**src/rtl/axi_id_remap_pkg.sv**
```systemverilog
// Shared helpers for the AXI ID remapper: counter sizing and ID-width sanity check.
`default_nettype none

package axi_id_remap_pkg;

  function automatic int cnt_width(input int max_txns);
    return $clog2(max_txns + 1);
  endfunction

  function automatic bit id_width_ok(input int id_width_out, input int table_size);
    return (1 << id_width_out) >= table_size;
  endfunction

  localparam int DEFAULT_ID_WIDTH_IN = 8;
  localparam int DEFAULT_MAX_TXNS    = 8;
  localparam int DEFAULT_CNT_W       = cnt_width(DEFAULT_MAX_TXNS);

  // Slot entry at the default widths; the table builds its own at its parameter widths.
  typedef struct packed {
    logic                           valid;
    logic [DEFAULT_ID_WIDTH_IN-1:0] in_id;
    logic [DEFAULT_CNT_W-1:0]       cnt;
  } slot_t;

endpackage

`default_nettype wire

```
**src/rtl/axi_id_remap_table.sv**
```systemverilog
// One direction's remap table: maps in-flight wide IDs to slot indices and back.
`default_nettype none

module axi_id_remap_table
  import axi_id_remap_pkg::*;
#(
  parameter int IN_W       = 8,
  parameter int OUT_W      = 4,
  parameter int TABLE_SIZE = 4,
  parameter int MAX_TXNS   = 8
) (
  input  logic             clk,
  input  logic             rst,
  input  logic             issue_valid,
  input  logic             issue_ready,
  input  logic [IN_W-1:0]  issue_id,
  output logic [OUT_W-1:0] issue_slot,
  output logic             stall,
  input  logic             retire_valid,
  input  logic [OUT_W-1:0] retire_slot,
  input  logic [OUT_W-1:0] lookup_slot,
  output logic [IN_W-1:0]  lookup_id
);

  localparam int CNT_W = cnt_width(MAX_TXNS);
  localparam logic [CNT_W-1:0] CNT_MAX = CNT_W'(MAX_TXNS);

  typedef struct packed {
    logic             valid;
    logic [IN_W-1:0]  in_id;
    logic [CNT_W-1:0] cnt;
  } entry_t;

  entry_t entry [TABLE_SIZE];

  logic                  hit, hit_full, free_found, retire_known, issue_fire;
  logic [OUT_W-1:0]      hit_slot, free_slot;
  logic [TABLE_SIZE-1:0] inc, dec;

  always_comb begin
    hit          = 1'b0;
    hit_full     = 1'b0;
    hit_slot     = '0;
    free_found   = 1'b0;
    free_slot    = '0;
    lookup_id    = '0;
    retire_known = 1'b0;
    // Descending scan so the lowest free index is the one left standing.
    for (int i = TABLE_SIZE - 1; i >= 0; i--) begin
      if (!entry[i].valid) begin
        free_found = 1'b1;
        free_slot  = OUT_W'(i);
      end
    end
    for (int i = 0; i < TABLE_SIZE; i++) begin
      if (entry[i].valid && entry[i].in_id == issue_id) begin
        hit      = 1'b1;
        hit_slot = OUT_W'(i);
        hit_full = (entry[i].cnt == CNT_MAX);
      end
      if (lookup_slot == OUT_W'(i)) lookup_id = entry[i].in_id;
      if (retire_slot == OUT_W'(i) && entry[i].valid) retire_known = 1'b1;
    end
    issue_slot = hit ? hit_slot : free_slot;
    stall      = hit ? hit_full : !free_found;
    issue_fire = issue_valid && issue_ready && !stall;
    for (int i = 0; i < TABLE_SIZE; i++) begin
      inc[i] = issue_fire && (issue_slot == OUT_W'(i));
      dec[i] = retire_valid && (retire_slot == OUT_W'(i)) && entry[i].valid;
    end
  end

  always_ff @(posedge clk) begin
    if (rst) begin
      for (int i = 0; i < TABLE_SIZE; i++) entry[i] <= '0;
    end else begin
      for (int i = 0; i < TABLE_SIZE; i++) begin
        if (inc[i] && !dec[i]) begin
          if (!entry[i].valid) begin
            entry[i].valid <= 1'b1;
            entry[i].in_id <= issue_id;
            entry[i].cnt   <= CNT_W'(1);
          end else begin
            entry[i].cnt <= entry[i].cnt + CNT_W'(1);
          end
        end else if (dec[i] && !inc[i]) begin
          entry[i].cnt <= entry[i].cnt - CNT_W'(1);
          if (entry[i].cnt == CNT_W'(1)) entry[i].valid <= 1'b0;
        end
      end
    end
  end

  a_retire_known_slot: assert property (@(posedge clk) disable iff (rst)
    retire_valid |-> retire_known);

endmodule

`default_nettype wire

```
**src/rtl/axi_id_remapper.sv**
```systemverilog
// AXI4 ID width compressor: wide upstream IDs become slot indices downstream, zero added latency.
`default_nettype none

module axi_id_remapper
  import axi_id_remap_pkg::*;
#(
  parameter int ADDR_WIDTH   = 32,
  parameter int DATA_WIDTH   = 32,
  parameter int USER_WIDTH   = 8,
  parameter int ID_WIDTH_IN  = 8,
  parameter int ID_WIDTH_OUT = 4,
  parameter int TABLE_SIZE   = 4,
  parameter int MAX_TXNS     = 8
) (
  input  logic                    clk_i,
  input  logic                    rst_i,
  input  logic [ID_WIDTH_IN-1:0]  in_aw_id,
  input  logic [ADDR_WIDTH-1:0]   in_aw_addr,
  input  logic [7:0]              in_aw_len,
  input  logic [2:0]              in_aw_size,
  input  logic [1:0]              in_aw_burst,
  input  logic                    in_aw_lock,
  input  logic [3:0]              in_aw_cache,
  input  logic [2:0]              in_aw_prot,
  input  logic [3:0]              in_aw_qos,
  input  logic [3:0]              in_aw_region,
  input  logic [USER_WIDTH-1:0]   in_aw_user,
  input  logic                    in_aw_valid,
  output logic                    in_aw_ready,
  input  logic [DATA_WIDTH-1:0]   in_w_data,
  input  logic [DATA_WIDTH/8-1:0] in_w_strb,
  input  logic                    in_w_last,
  input  logic [USER_WIDTH-1:0]   in_w_user,
  input  logic                    in_w_valid,
  output logic                    in_w_ready,
  output logic [ID_WIDTH_IN-1:0]  in_b_id,
  output logic [1:0]              in_b_resp,
  output logic [USER_WIDTH-1:0]   in_b_user,
  output logic                    in_b_valid,
  input  logic                    in_b_ready,
  input  logic [ID_WIDTH_IN-1:0]  in_ar_id,
  input  logic [ADDR_WIDTH-1:0]   in_ar_addr,
  input  logic [7:0]              in_ar_len,
  input  logic [2:0]              in_ar_size,
  input  logic [1:0]              in_ar_burst,
  input  logic                    in_ar_lock,
  input  logic [3:0]              in_ar_cache,
  input  logic [2:0]              in_ar_prot,
  input  logic [3:0]              in_ar_qos,
  input  logic [3:0]              in_ar_region,
  input  logic [USER_WIDTH-1:0]   in_ar_user,
  input  logic                    in_ar_valid,
  output logic                    in_ar_ready,
  output logic [ID_WIDTH_IN-1:0]  in_r_id,
  output logic [DATA_WIDTH-1:0]   in_r_data,
  output logic [1:0]              in_r_resp,
  output logic                    in_r_last,
  output logic [USER_WIDTH-1:0]   in_r_user,
  output logic                    in_r_valid,
  input  logic                    in_r_ready,
  output logic [ID_WIDTH_OUT-1:0] out_aw_id,
  output logic [ADDR_WIDTH-1:0]   out_aw_addr,
  output logic [7:0]              out_aw_len,
  output logic [2:0]              out_aw_size,
  output logic [1:0]              out_aw_burst,
  output logic                    out_aw_lock,
  output logic [3:0]              out_aw_cache,
  output logic [2:0]              out_aw_prot,
  output logic [3:0]              out_aw_qos,
  output logic [3:0]              out_aw_region,
  output logic [USER_WIDTH-1:0]   out_aw_user,
  output logic                    out_aw_valid,
  input  logic                    out_aw_ready,
  output logic [DATA_WIDTH-1:0]   out_w_data,
  output logic [DATA_WIDTH/8-1:0] out_w_strb,
  output logic                    out_w_last,
  output logic [USER_WIDTH-1:0]   out_w_user,
  output logic                    out_w_valid,
  input  logic                    out_w_ready,
  input  logic [ID_WIDTH_OUT-1:0] out_b_id,
  input  logic [1:0]              out_b_resp,
  input  logic [USER_WIDTH-1:0]   out_b_user,
  input  logic                    out_b_valid,
  output logic                    out_b_ready,
  output logic [ID_WIDTH_OUT-1:0] out_ar_id,
  output logic [ADDR_WIDTH-1:0]   out_ar_addr,
  output logic [7:0]              out_ar_len,
  output logic [2:0]              out_ar_size,
  output logic [1:0]              out_ar_burst,
  output logic                    out_ar_lock,
  output logic [3:0]              out_ar_cache,
  output logic [2:0]              out_ar_prot,
  output logic [3:0]              out_ar_qos,
  output logic [3:0]              out_ar_region,
  output logic [USER_WIDTH-1:0]   out_ar_user,
  output logic                    out_ar_valid,
  input  logic                    out_ar_ready,
  input  logic [ID_WIDTH_OUT-1:0] out_r_id,
  input  logic [DATA_WIDTH-1:0]   out_r_data,
  input  logic [1:0]              out_r_resp,
  input  logic                    out_r_last,
  input  logic [USER_WIDTH-1:0]   out_r_user,
  input  logic                    out_r_valid,
  output logic                    out_r_ready
);

  if (!id_width_ok(ID_WIDTH_OUT, TABLE_SIZE)) begin : g_bad_id_width
    $error("axi_id_remapper: ID_WIDTH_OUT cannot index TABLE_SIZE slots");
  end

  logic run, aw_stall, ar_stall;
  assign run = !rst_i;

  axi_id_remap_table #(
    .IN_W(ID_WIDTH_IN), .OUT_W(ID_WIDTH_OUT), .TABLE_SIZE(TABLE_SIZE), .MAX_TXNS(MAX_TXNS)
  ) u_wr_table (
    .clk          (clk_i),
    .rst          (rst_i),
    .issue_valid  (in_aw_valid),
    .issue_ready  (out_aw_ready),
    .issue_id     (in_aw_id),
    .issue_slot   (out_aw_id),
    .stall        (aw_stall),
    .retire_valid (in_b_valid && out_b_ready),
    .retire_slot  (out_b_id),
    .lookup_slot  (out_b_id),
    .lookup_id    (in_b_id)
  );

  // Read slots retire once per burst, on the last beat only.
  axi_id_remap_table #(
    .IN_W(ID_WIDTH_IN), .OUT_W(ID_WIDTH_OUT), .TABLE_SIZE(TABLE_SIZE), .MAX_TXNS(MAX_TXNS)
  ) u_rd_table (
    .clk          (clk_i),
    .rst          (rst_i),
    .issue_valid  (in_ar_valid),
    .issue_ready  (out_ar_ready),
    .issue_id     (in_ar_id),
    .issue_slot   (out_ar_id),
    .stall        (ar_stall),
    .retire_valid (in_r_valid && out_r_ready && out_r_last),
    .retire_slot  (out_r_id),
    .lookup_slot  (out_r_id),
    .lookup_id    (in_r_id)
  );

  assign out_aw_valid = in_aw_valid && !aw_stall && run;
  assign in_aw_ready  = out_aw_ready && !aw_stall && run;
  assign out_ar_valid = in_ar_valid && !ar_stall && run;
  assign in_ar_ready  = out_ar_ready && !ar_stall && run;
  assign out_w_valid  = in_w_valid && run;
  assign in_w_ready   = out_w_ready && run;
  assign in_b_valid   = out_b_valid && run;
  assign out_b_ready  = in_b_ready && run;
  assign in_r_valid   = out_r_valid && run;
  assign out_r_ready  = in_r_ready && run;

  assign out_aw_addr   = in_aw_addr;
  assign out_aw_len    = in_aw_len;
  assign out_aw_size   = in_aw_size;
  assign out_aw_burst  = in_aw_burst;
  assign out_aw_lock   = in_aw_lock;
  assign out_aw_cache  = in_aw_cache;
  assign out_aw_prot   = in_aw_prot;
  assign out_aw_qos    = in_aw_qos;
  assign out_aw_region = in_aw_region;
  assign out_aw_user   = in_aw_user;
  assign out_ar_addr   = in_ar_addr;
  assign out_ar_len    = in_ar_len;
  assign out_ar_size   = in_ar_size;
  assign out_ar_burst  = in_ar_burst;
  assign out_ar_lock   = in_ar_lock;
  assign out_ar_cache  = in_ar_cache;
  assign out_ar_prot   = in_ar_prot;
  assign out_ar_qos    = in_ar_qos;
  assign out_ar_region = in_ar_region;
  assign out_ar_user   = in_ar_user;
  assign out_w_data    = in_w_data;
  assign out_w_strb    = in_w_strb;
  assign out_w_last    = in_w_last;
  assign out_w_user    = in_w_user;
  assign in_b_resp     = out_b_resp;
  assign in_b_user     = out_b_user;
  assign in_r_data     = out_r_data;
  assign in_r_resp     = out_r_resp;
  assign in_r_last     = out_r_last;
  assign in_r_user     = out_r_user;

endmodule

`default_nettype wire

```
**config.mk**
```make
export PLATFORM = sky130hd
export DESIGN_NAME = axi_id_remapper
export DESIGN_NICKNAME = d
export VERILOG_FILES = /design/src/rtl/axi_id_remap_pkg.sv /design/src/rtl/axi_id_remap_table.sv /design/src/rtl/axi_id_remapper.sv
export SDC_FILE = /design/constraint.sdc
export NUM_CORES = 1
export LEC_CHECK = 0
export CAP_MARGIN = 30
export CELL_PAD_IN_SITES_DETAIL_PLACEMENT = 1
export CELL_PAD_IN_SITES_GLOBAL_PLACEMENT = 1
export CORE_AREA = 2 2 210 212
export DETAILED_ROUTE_END_ITERATION = 8
export DIE_AREA = 0 0 212 214
export DONT_BUFFER_PORTS = 1
export GPL_TIMING_DRIVEN = 1
export HOLD_SLACK_MARGIN = 0.03
export PLACE_DENSITY = 0.51
export SETUP_SLACK_MARGIN = 0.3
export SYNTH_ARGS = -nofsm -noshare
export SYNTH_HDL_FRONTEND = slang
export SYNTH_SLANG_ARGS = --single-unit
```
**constraint.sdc**
```tcl
create_clock -name clk_i -period 5.2 [get_ports clk_i]
set_clock_uncertainty 0.1 [all_clocks]
set_input_delay 0.52 -clock clk_i [delete_from_list [all_inputs] [get_ports clk_i]]
set_output_delay 0.52 -clock clk_i [all_outputs]
set_load 0.005 [all_outputs]
```
==> flow_metrics.env <==
export IMPL_cts_setup_buffers=0
export IMPL_num_rows=76
export IMPL_syn_to_final_growth_pct=-8.70
export IMPL_drv_cap=0
export IMPL_critical_path_top_delay_family="simple AND/OR/NAND/NOR gates"
export IMPL_dp_hpwl_um=26900
export IMPL_layout_commonest_cell="edfxtp_1"
export IMPL_holdBufCountCts=0
export IMPL_num_io_pins=542
export IMPL_worst_slew_pin_slew_ns=0.824
export IMPL_wl_um=32900
export IMPL_core_um2=42900
export IMPL_p_leak_nw=2.93
export IMPL_cp_max_fo=5
export IMPL_start_kind="register"
export IMPL_synth_async_reset_ratio_pct=0
export IMPL_ys_ff_latch=104
export IMPL_cts_sinks=104
export IMPL_htreeDepth=3
export IMPL_holdWs_ns=0.233
export IMPL_path_common_cell="nor2_1"
export IMPL_cts_tree="done"
export IMPL_setup_violations=0
export IMPL_dpl_instance_area_um2=8190
export IMPL_max_stage_delay_ns=0.61
export IMPL_rsz0062_at_grt="false"
export IMPL_yosysWarnings=0
export IMPL_firstDrtPassIters=4
export IMPL_wire_per_inst_um=24.8
export IMPL_cts_resized=0
export IMPL_clock_path_buffers=2
export IMPL_crit_buf_inv=0
export IMPL_status="finished, final reports clean"
export IMPL_grt_usage_pct=14.3
export IMPL_nets=1034
export IMPL_ir_drop_uv=138
export IMPL_endpoint_kind="register"
export IMPL_drt_iter0_drc=367
export IMPL_avgSynthCellArea_um2=9.47
export IMPL_tns_ns=0
export IMPL_place_inst=1310
export IMPL_instances_no_fill=1327
export IMPL_p_per_area_nw_per_um2=231
export IMPL_clock_root_buffer="clkbuf_16"
export IMPL_max_freq_mhz=282
export IMPL_antenna_found_initial=1
export IMPL_critPathKind="register to register"
export IMPL_start_util_pct=21.7
export IMPL_place_congestion=0.800
export IMPL_synth_edf_count=104
export IMPL_critPathSlowestCell="or4_4"
export IMPL_hold_violations=0
export IMPL_final_cell_mix="104 x edfxtp_1, 77 x and2_1, 65 x nand2_1"
export IMPL_syn_inst=983
export IMPL_overflow=0
export IMPL_routed_via_density=4.49
export IMPL_path_cells="xor2_1 -> nor4_1 -> a21boi_1 -> and3_1 -> or4_4 -> nor2_1 -> nor2_1 -> or3_1"
export IMPL_vias=5956
export IMPL_drive_above_1_share_pct=10.1
export IMPL_post_route_period_util_pct=68.1
export IMPL_slew_violations=0
export IMPL_dieArea_um2=45400
export IMPL_port_buffers=0
export IMPL_grt_max_degree=29
export IMPL_synth_main_ff_cell="edfxtp_1"
export IMPL_drc=0
export IMPL_synth_area_um2=9310
export IMPL_synth_cell_type_count=70
export IMPL_cts_buffers=9
export IMPL_clk_latency_ns=0.38
export IMPL_worstPathArrival_ns=3.55
export IMPL_synth_seq_area_share_pct=33.6
export IMPL_path_clk_slew_ns=0.08
export IMPL_holdCritPathClass="input port to register"
export IMPL_grt_first_pass_wirelength_um=46600
export IMPL_finalCriticalPeriod_ns=3.54
export IMPL_design_area_um2=8500
export IMPL_grt_pass1_vias=6118
export IMPL_fillers=4935
export IMPL_die_width_um=212
export IMPL_die_h_um=214
export IMPL_crit_required_ns=5.21
export IMPL_relSlewSlack_pct=44.6
export IMPL_antenna_left=0
stage by stage:
step	setup slack (ns)	util, %	power, mW
after CTS	1.65	19.8	1.99
final	1.66	19.8	1.96
after global placement	1.57	19.1	1.25
after detailed placement	1.56	19.1	1.25
after global routing	1.47	19.8	2.05
after floorplan	1.58	-	1.34
layer usage:
metal / global-route usage (%) / share of wire, %
met1: 14.6 / 34
met2: 23.1 / 47
met3: 9.12 / 16
met4: 5.73 / 2.8
met5: 0.108 / 0
synthesized netlist by cell type (all sizes together), types with 5 or more instances:
cell type    n  area share [%]
a21oi        6            0.32
a22oi        9            0.73
and2        78             5.2
and3        10            0.67
buf        262              21
clkbuf      15            0.60
edfxtp     104              34
ha          26             3.5
inv         28             1.1
mux2        12             1.5
mux2i        7            0.75
mux4         9             2.2
nand2       65             2.6
nand2b       7            0.47
nand3       37             2.0
nand3b       7            0.56
nand4       14            0.94
nand4b       6            0.56
nor2        34             1.4
nor2b       20             1.3
nor3        17             1.1
nor3b        7            0.56
nor4        15             1.5
o2111ai      5            0.47
o211ai       8            0.70
o21ai       22             1.2
o21bai       5            0.40
or3         13            0.87
or4          7            0.60
xnor2       41             3.9
xor2        28             2.6
worst reg2reg max path: cells and delay by family (launching register included):
kind	cells	cell delay [ns]
compound gates	1	0.20
flops	1	0.42
xor+xnor	1	0.18
simple gates	6	2.37
report_power, final:
group / leakage [nW] / switching [mW] / total, mW / internal, mW
clock network: 0.150 / 0.353 / 0.733 / 0.380
logic: 1.70 / 0.126 / 0.221 / 0.0945
registers: 1.08 / 0.0468 / 1.01 / 0.963
total: 2.93 / 0.526 / 1.96 / 1.44
state kept, by name, indices dropped and copies added, names as in the netlist:
signal	cells
u_wr_table.entry	52
u_rd_table.entry	52
final cells by class:
cell class	count	area, um2	share of cell area (%)
Inverter	28	105	1.24
Clock inverter	7	80.1	0.942
Sequential cell	104	3120	36.8
Tap cell	585	732	8.61
Clock buffer	9	225	2.65
Timing Repair Buffer	16	120	1.41
Multi-Input combinational cell	577	4110	48.4
Antenna cell	1	2.50	0.0295
final timing paths:
kind	start	endpoint	slack (ns)	cells past startpoint
max	u_rd_table.entry[0][4]	u_rd_table.entry[0][3]	1.66	8
min	in_ar_id[5]	u_rd_table.entry[0][22]	0.23	1
max reg2reg	u_rd_table.entry[0][4]	u_rd_table.entry[0][3]	1.66	8
min reg2reg	u_rd_table.entry[0][39]	u_rd_table.entry[0][39]	0.58	1
cell families (layout without fill, tap and decap cells):
group           count (synthesis)  after routing  synth area share, %
compound gates                100            100                 7.73
xor+xnor                       69             69                 6.49
fa+ha+maj                      26             26                 3.50
buf+inv                       305             60                 22.6
flops                         104            104                 33.6
mux                            28             28                 4.38
other cells                     1              5               0.0403
simple gates                  350            350                 21.7
No activity file was read; power rests on OpenSTA's default activity.
